[config.mk]
export PLATFORM = sky130hd
export DESIGN_NAME = cop_sequencer_flat
export DESIGN_NICKNAME = d
export VERILOG_FILES = /design/src/rtl/cop_if.sv /design/src/rtl/cop_sequencer.sv /design/src/flat_wrapper.sv
export SDC_FILE = /design/constraint.sdc
export NUM_CORES = 1
export LEC_CHECK = 0
export CORE_MARGIN = 2
export CORE_UTILIZATION = 39
export CTS_CLUSTER_DIAMETER = 100
export DETAILED_ROUTE_END_ITERATION = 12
export PLACE_DENSITY = 0.82
export SYNTH_ARGS = -nofsm -noshare
export SYNTH_HDL_FRONTEND = slang
export SYNTH_SLANG_ARGS = --single-unit
export TNS_END_PERCENT = 100
[constraint.sdc]
create_clock -name clk -period 3.9 [get_ports clk]
set_input_delay 0.39 -clock clk [delete_from_list [all_inputs] [get_ports clk]]
set_output_delay 0.39 -clock clk [all_outputs]
set_load 0.005 [all_outputs]
[src/rtl/cop_if.sv]
// Decoder/coprocessor-side signal bundle for cop_sequencer.
// master = decoder/coprocessor environment, slave = the sequencer itself.
interface cop_if;
  logic       cop_req;
  logic [4:0] cop_opcode;
  logic [4:0] cop_dst;
  logic       cop_start;
  logic [4:0] cop_op;
  logic       cop_done;
  logic       coP_NaN_flag;
  logic       coP_UF_flag;
  logic       coP_OF_flag;
  logic       coP_Division_by_zero_flag;
  logic [3:0] trap_mask;
  logic       status_clear;
  logic       pc_stall;
  logic       busy;
  logic       reg_write_enable;
  logic [4:0] reg_write_addr;
  logic [4:0] status_flags;
  logic       trap;

  modport master (
    output cop_req, cop_opcode, cop_dst, cop_done,
           coP_NaN_flag, coP_UF_flag, coP_OF_flag, coP_Division_by_zero_flag,
           trap_mask, status_clear,
    input  cop_start, cop_op, pc_stall, busy, reg_write_enable,
           reg_write_addr, status_flags, trap
  );

  modport slave (
    input  cop_req, cop_opcode, cop_dst, cop_done,
           coP_NaN_flag, coP_UF_flag, coP_OF_flag, coP_Division_by_zero_flag,
           trap_mask, status_clear,
    output cop_start, cop_op, pc_stall, busy, reg_write_enable,
           reg_write_addr, status_flags, trap
  );
endinterface

[src/rtl/cop_sequencer.sv]
// Multi-cycle issue controller for the FP coprocessor: issue, stall, write back or trap.
// Optional WAIT watchdog enabled by defining COP_TIMEOUT_EN.
module cop_sequencer #(
  parameter int TIMEOUT_CYCLES = 64
) (
  input logic clk,
  input logic rst,
  cop_if.slave bus
);

  typedef enum logic [2:0] {
    S_IDLE,
    S_ISSUE,
    S_WAIT,
    S_WB,
    S_TRAP
  } state_t;

  state_t     state;
  state_t     state_nxt;
  logic       start;
  logic       wb;
  logic       trap_out;
  logic       busy_out;
  logic       capture;
  logic       limit_hit;
  logic [3:0] flags;
  logic [4:0] status;
  logic [4:0] status_nxt;
  logic [4:0] op_q;
  logic [4:0] addr_q;

  if (TIMEOUT_CYCLES < 2 || TIMEOUT_CYCLES > 255) begin : g_bad_timeout
    $error("cop_sequencer: TIMEOUT_CYCLES must be in 2..255");
  end

  assign flags = {bus.coP_Division_by_zero_flag, bus.coP_OF_flag,
                  bus.coP_UF_flag, bus.coP_NaN_flag};

`ifdef COP_TIMEOUT_EN
  localparam logic [7:0] LIMIT = 8'(TIMEOUT_CYCLES);
  logic [7:0] wait_cnt;

  // Limit is judged on the count this WAIT cycle would reach; done takes priority.
  assign limit_hit = (state == S_WAIT) && !bus.cop_done && (wait_cnt + 8'd1 == LIMIT);

  always_ff @(posedge clk) begin
    if (rst)
      wait_cnt <= 8'd0;
    else if (state == S_ISSUE)
      wait_cnt <= 8'd0;
    else if (state == S_WAIT && !bus.cop_done)
      wait_cnt <= wait_cnt + 8'd1;
  end
`else
  assign limit_hit = 1'b0;
`endif

  always_ff @(posedge clk) begin
    if (rst)
      state <= S_IDLE;
    else
      state <= state_nxt;
  end

  always_comb begin
    state_nxt = state;
    start     = 1'b0;
    wb        = 1'b0;
    trap_out  = 1'b0;
    busy_out  = 1'b1;
    capture   = 1'b0;
    case (state)
      S_IDLE: begin
        busy_out = 1'b0;
        if (bus.cop_req)
          state_nxt = S_ISSUE;
      end
      S_ISSUE: begin
        start     = 1'b1;
        state_nxt = S_WAIT;
      end
      S_WAIT: begin
        if (bus.cop_done) begin
          capture   = 1'b1;
          state_nxt = |(flags & bus.trap_mask) ? S_TRAP : S_WB;
        end else if (limit_hit) begin
          state_nxt = S_TRAP;
        end
      end
      S_WB: begin
        wb        = 1'b1;
        state_nxt = S_IDLE;
      end
      S_TRAP: begin
        trap_out  = 1'b1;
        state_nxt = S_IDLE;
      end
      default: state_nxt = S_IDLE;
    endcase
  end

  // Bits being set this cycle survive a simultaneous clear.
  always_comb begin
    status_nxt = bus.status_clear ? 5'b0 : status;
    status_nxt = status_nxt | {limit_hit, (capture ? flags : 4'b0)};
  end

  always_ff @(posedge clk) begin
    if (rst) begin
      op_q   <= 5'd0;
      addr_q <= 5'd0;
      status <= 5'd0;
    end else begin
      if (state == S_IDLE && bus.cop_req) begin
        op_q   <= bus.cop_opcode;
        addr_q <= bus.cop_dst;
      end
      status <= status_nxt;
    end
  end

  assign bus.cop_start        = start;
  assign bus.cop_op           = op_q;
  assign bus.busy             = busy_out;
  assign bus.reg_write_enable = wb;
  assign bus.reg_write_addr   = addr_q;
  assign bus.trap             = trap_out;
  assign bus.status_flags     = status;
  assign bus.pc_stall         = bus.cop_req | (state != S_IDLE);

endmodule

[src/flat_wrapper.sv]
// flat-port wrapper written by rule: the top's interface ports become plain ports
module cop_sequencer_flat 
#(
  parameter int TIMEOUT_CYCLES = 64
)
  (clk, rst, bus_cop_req, bus_cop_opcode, bus_cop_dst, bus_cop_done, bus_coP_NaN_flag, bus_coP_UF_flag, bus_coP_OF_flag, bus_coP_Division_by_zero_flag, bus_trap_mask, bus_status_clear, bus_cop_start, bus_cop_op, bus_pc_stall, bus_busy, bus_reg_write_enable, bus_reg_write_addr, bus_status_flags, bus_trap);
  cop_if bus_i ();
  input logic clk;
  input logic rst;
  input wire logic [$bits(bus_i.cop_req)-1:0] bus_cop_req;
  input wire logic [$bits(bus_i.cop_opcode)-1:0] bus_cop_opcode;
  input wire logic [$bits(bus_i.cop_dst)-1:0] bus_cop_dst;
  input wire logic [$bits(bus_i.cop_done)-1:0] bus_cop_done;
  input wire logic [$bits(bus_i.coP_NaN_flag)-1:0] bus_coP_NaN_flag;
  input wire logic [$bits(bus_i.coP_UF_flag)-1:0] bus_coP_UF_flag;
  input wire logic [$bits(bus_i.coP_OF_flag)-1:0] bus_coP_OF_flag;
  input wire logic [$bits(bus_i.coP_Division_by_zero_flag)-1:0] bus_coP_Division_by_zero_flag;
  input wire logic [$bits(bus_i.trap_mask)-1:0] bus_trap_mask;
  input wire logic [$bits(bus_i.status_clear)-1:0] bus_status_clear;
  output wire logic [$bits(bus_i.cop_start)-1:0] bus_cop_start;
  output wire logic [$bits(bus_i.cop_op)-1:0] bus_cop_op;
  output wire logic [$bits(bus_i.pc_stall)-1:0] bus_pc_stall;
  output wire logic [$bits(bus_i.busy)-1:0] bus_busy;
  output wire logic [$bits(bus_i.reg_write_enable)-1:0] bus_reg_write_enable;
  output wire logic [$bits(bus_i.reg_write_addr)-1:0] bus_reg_write_addr;
  output wire logic [$bits(bus_i.status_flags)-1:0] bus_status_flags;
  output wire logic [$bits(bus_i.trap)-1:0] bus_trap;
  assign bus_i.cop_req = bus_cop_req;
  assign bus_i.cop_opcode = bus_cop_opcode;
  assign bus_i.cop_dst = bus_cop_dst;
  assign bus_i.cop_done = bus_cop_done;
  assign bus_i.coP_NaN_flag = bus_coP_NaN_flag;
  assign bus_i.coP_UF_flag = bus_coP_UF_flag;
  assign bus_i.coP_OF_flag = bus_coP_OF_flag;
  assign bus_i.coP_Division_by_zero_flag = bus_coP_Division_by_zero_flag;
  assign bus_i.trap_mask = bus_trap_mask;
  assign bus_i.status_clear = bus_status_clear;
  assign bus_cop_start = bus_i.cop_start;
  assign bus_cop_op = bus_i.cop_op;
  assign bus_pc_stall = bus_i.pc_stall;
  assign bus_busy = bus_i.busy;
  assign bus_reg_write_enable = bus_i.reg_write_enable;
  assign bus_reg_write_addr = bus_i.reg_write_addr;
  assign bus_status_flags = bus_i.status_flags;
  assign bus_trap = bus_i.trap;
  cop_sequencer #(.TIMEOUT_CYCLES(TIMEOUT_CYCLES)) u_core (.clk(clk), .rst(rst), .bus(bus_i));
endmodule
==> run metrics <==
cell area power density 314.4 mW/mm^2; gr ovfl total 0; H-tree levels 1; status finished, final reports clean; NumNets Final 149; cells after synthesis 87; core area 0.001745 mm^2; Seq/Total Area, Yosys 0.4610; Max Cap Viol 0; most common cell after layout, fill and taps aside clkdlybuf4s50_1; CTS Buf Count 3; most frequent cells in the layout clkdlybuf4s50_1, nand2_1, dfxtp_1, a21oi_1; clk slew on worst S/H paths 0.10 ns; fin. max-slew vios 0; Setup crit start u_core.state[2]; cts hold-fix bufs 0; clock sinks 17; Tcrit/Tclk final 0.5936; post-cts sizing count 0; layout cells sized above 1 0.08000; Least-Margin Pin Slew 0.5943 ns; Mapped Avg Cell Area 8.485 um^2; Port Buffers 41; CTS root buf clkbuf_4; average via count per standard cell 4.747; placed cell count 146; via count 712; Worst Slack Setup Final 1.585 ns; crit path max fanout 9; Static Leak 0.4319 nW; hold path startpoint u_core.bus.cop_op[2]; FP Rows 15; Post-DP HPWL 1.366 mm; yosys warns 0; post-synthesis net count 110; TNS Setup 0 ns; Rel. slew slack 0.6025; final setup fails 0; RSZ-0062 raised after global routing no; Placement Setup Slack 1.906 ns; Setup crit end kind output pin; die area 0.002257 mm^2; first-pass GRT wire length 2.691 mm; largest net degree at the start of global routing 17; vias in the first global route 612; DRT Pass-1 Iters 4; clk buf depth 2; initial antenna violation count 0; final hold vios 0; FMAX 431.9 MHz; maximum VDD drop 0.2520 mV; WL/cell 11.78 um; worst skew pair latency 0.29 ns; ANT nets after route 0; RR Startpoint u_core.state[2]; final instance count without filler cells 150; Pwr Total 0.3639 mW; Total GRT Usage 0.1713; critical path type reg2out; mapped cell area 738.2 um^2; Final Critical Period 2.315 ns; GP Congestion 0.7036; post-CTS setup buffers 0; Die X 47.51 um; detailed-route wire length 1.767 mm; Req. time, crit path 3.51 ns; Placed Instance Area 0.001130 mm^2; drt first-iter violations 6; Min-Delay Path Class reg2reg; worst path arrival time 1.93 ns; final core occ 0.6631; initial core utilization 0.4229; worst hold margin 0.4573 ns; IO Count 43; CP Launch Type flip-flop; drt drc 0; die height 47.51 um; r2r setup slk 2.54 ns; final instance area 0.001157 mm^2; Cell variety after synth 23; Antenna diodes 0; Final Skew 0.002397 ns; Area Overhead vs Synth 56.78%; CTS tree built; #FFs+latches synth 17
## power breakdown
group	switching, mW	internal [mW]	total (mW)
Clock	0.0548	0.0381	0.0929
Combinational	0.0282	0.0516	0.0798
Sequential	0.00811	0.183	0.191
Total	0.0910	0.273	0.364
## flip-flops by register name, summed over array words and instances, names as in the netlist
register,cells
u_core.bus.cop_op,5
u_core.state,3
u_core.bus.reg_write_addr,5
u_core.bus.status_flags,4
## area by class of cell
cell class / instances / area, um^2
well taps: 25 / 31.28
flip-flops and latches: 17 / 340.3
clock buffers: 3 / 22.52
fillers: 156 / 588.1
repair buffers: 41 / 410.4
clock inverters: 1 / 5.005
multi-input cells: 63 / 347.8
## cells in the mapped netlist
master | instances | area [um^2]
nand2_1 | 21 | 78.83
dfxtp_1 | 17 | 340.3
a21oi_1 | 15 | 75.07
nor2_1 | 5 | 18.77
nor2b_1 | 5 | 31.28
a22oi_1 | 2 | 15.01
buf_4 | 2 | 15.01
buf_6 | 2 | 22.52
clkbuf_1 | 2 | 7.510
nor3b_1 | 2 | 15.01
o21ai_0 | 2 | 10.01
a221oi_1 | 1 | 8.760
and3b_2 | 1 | 10.01
and4bb_2 | 1 | 12.51
buf_2 | 1 | 5.000
conb_1 | 1 | 3.750
nand3_1 | 1 | 5.000
nand3b_1 | 1 | 7.510
nor3_1 | 1 | 5.000
nor4b_4 | 1 | 23.77
or2_2 | 1 | 6.260
or3_2 | 1 | 7.510
or4b_4 | 1 | 13.76
## logic make-up after synthesis
family                 count (synthesis)  share of synthesized area
other                                  1                   0.005080
AOI/OAI and AO/OA                     20                     0.1475
and+or+nand+nor                       42                     0.3186
buffers and inverters                  7                    0.06779
DFF                                   17                     0.4610
## worst max-delay path, cell delays in order (launching register included)
cell,delay (ns)
dfxtp_1,0.41
or3_2,0.51
or2_2,0.28
clkdlybuf4s50_1,0.44
## worst paths after layout
kind,end,depth (start not counted)
worst max-delay path,bus_pc_stall,3
worst min-delay path,u_core.bus.cop_op[2],2
worst max register to register,u_core.bus.cop_op[4],3
worst min register to register,u_core.bus.cop_op[2],2
## routing by layer
| metal | routed length (um) | GRT usage |
|---|---|---|
| met5 | 0 | 0 |
| met4 | 16 | 0.05000 |
| met3 | 90 | 0.05660 |
| met2 | 940 | 0.3000 |
| met1 | 720 | 0.1977 |
(Power assumes the default switching activity.)
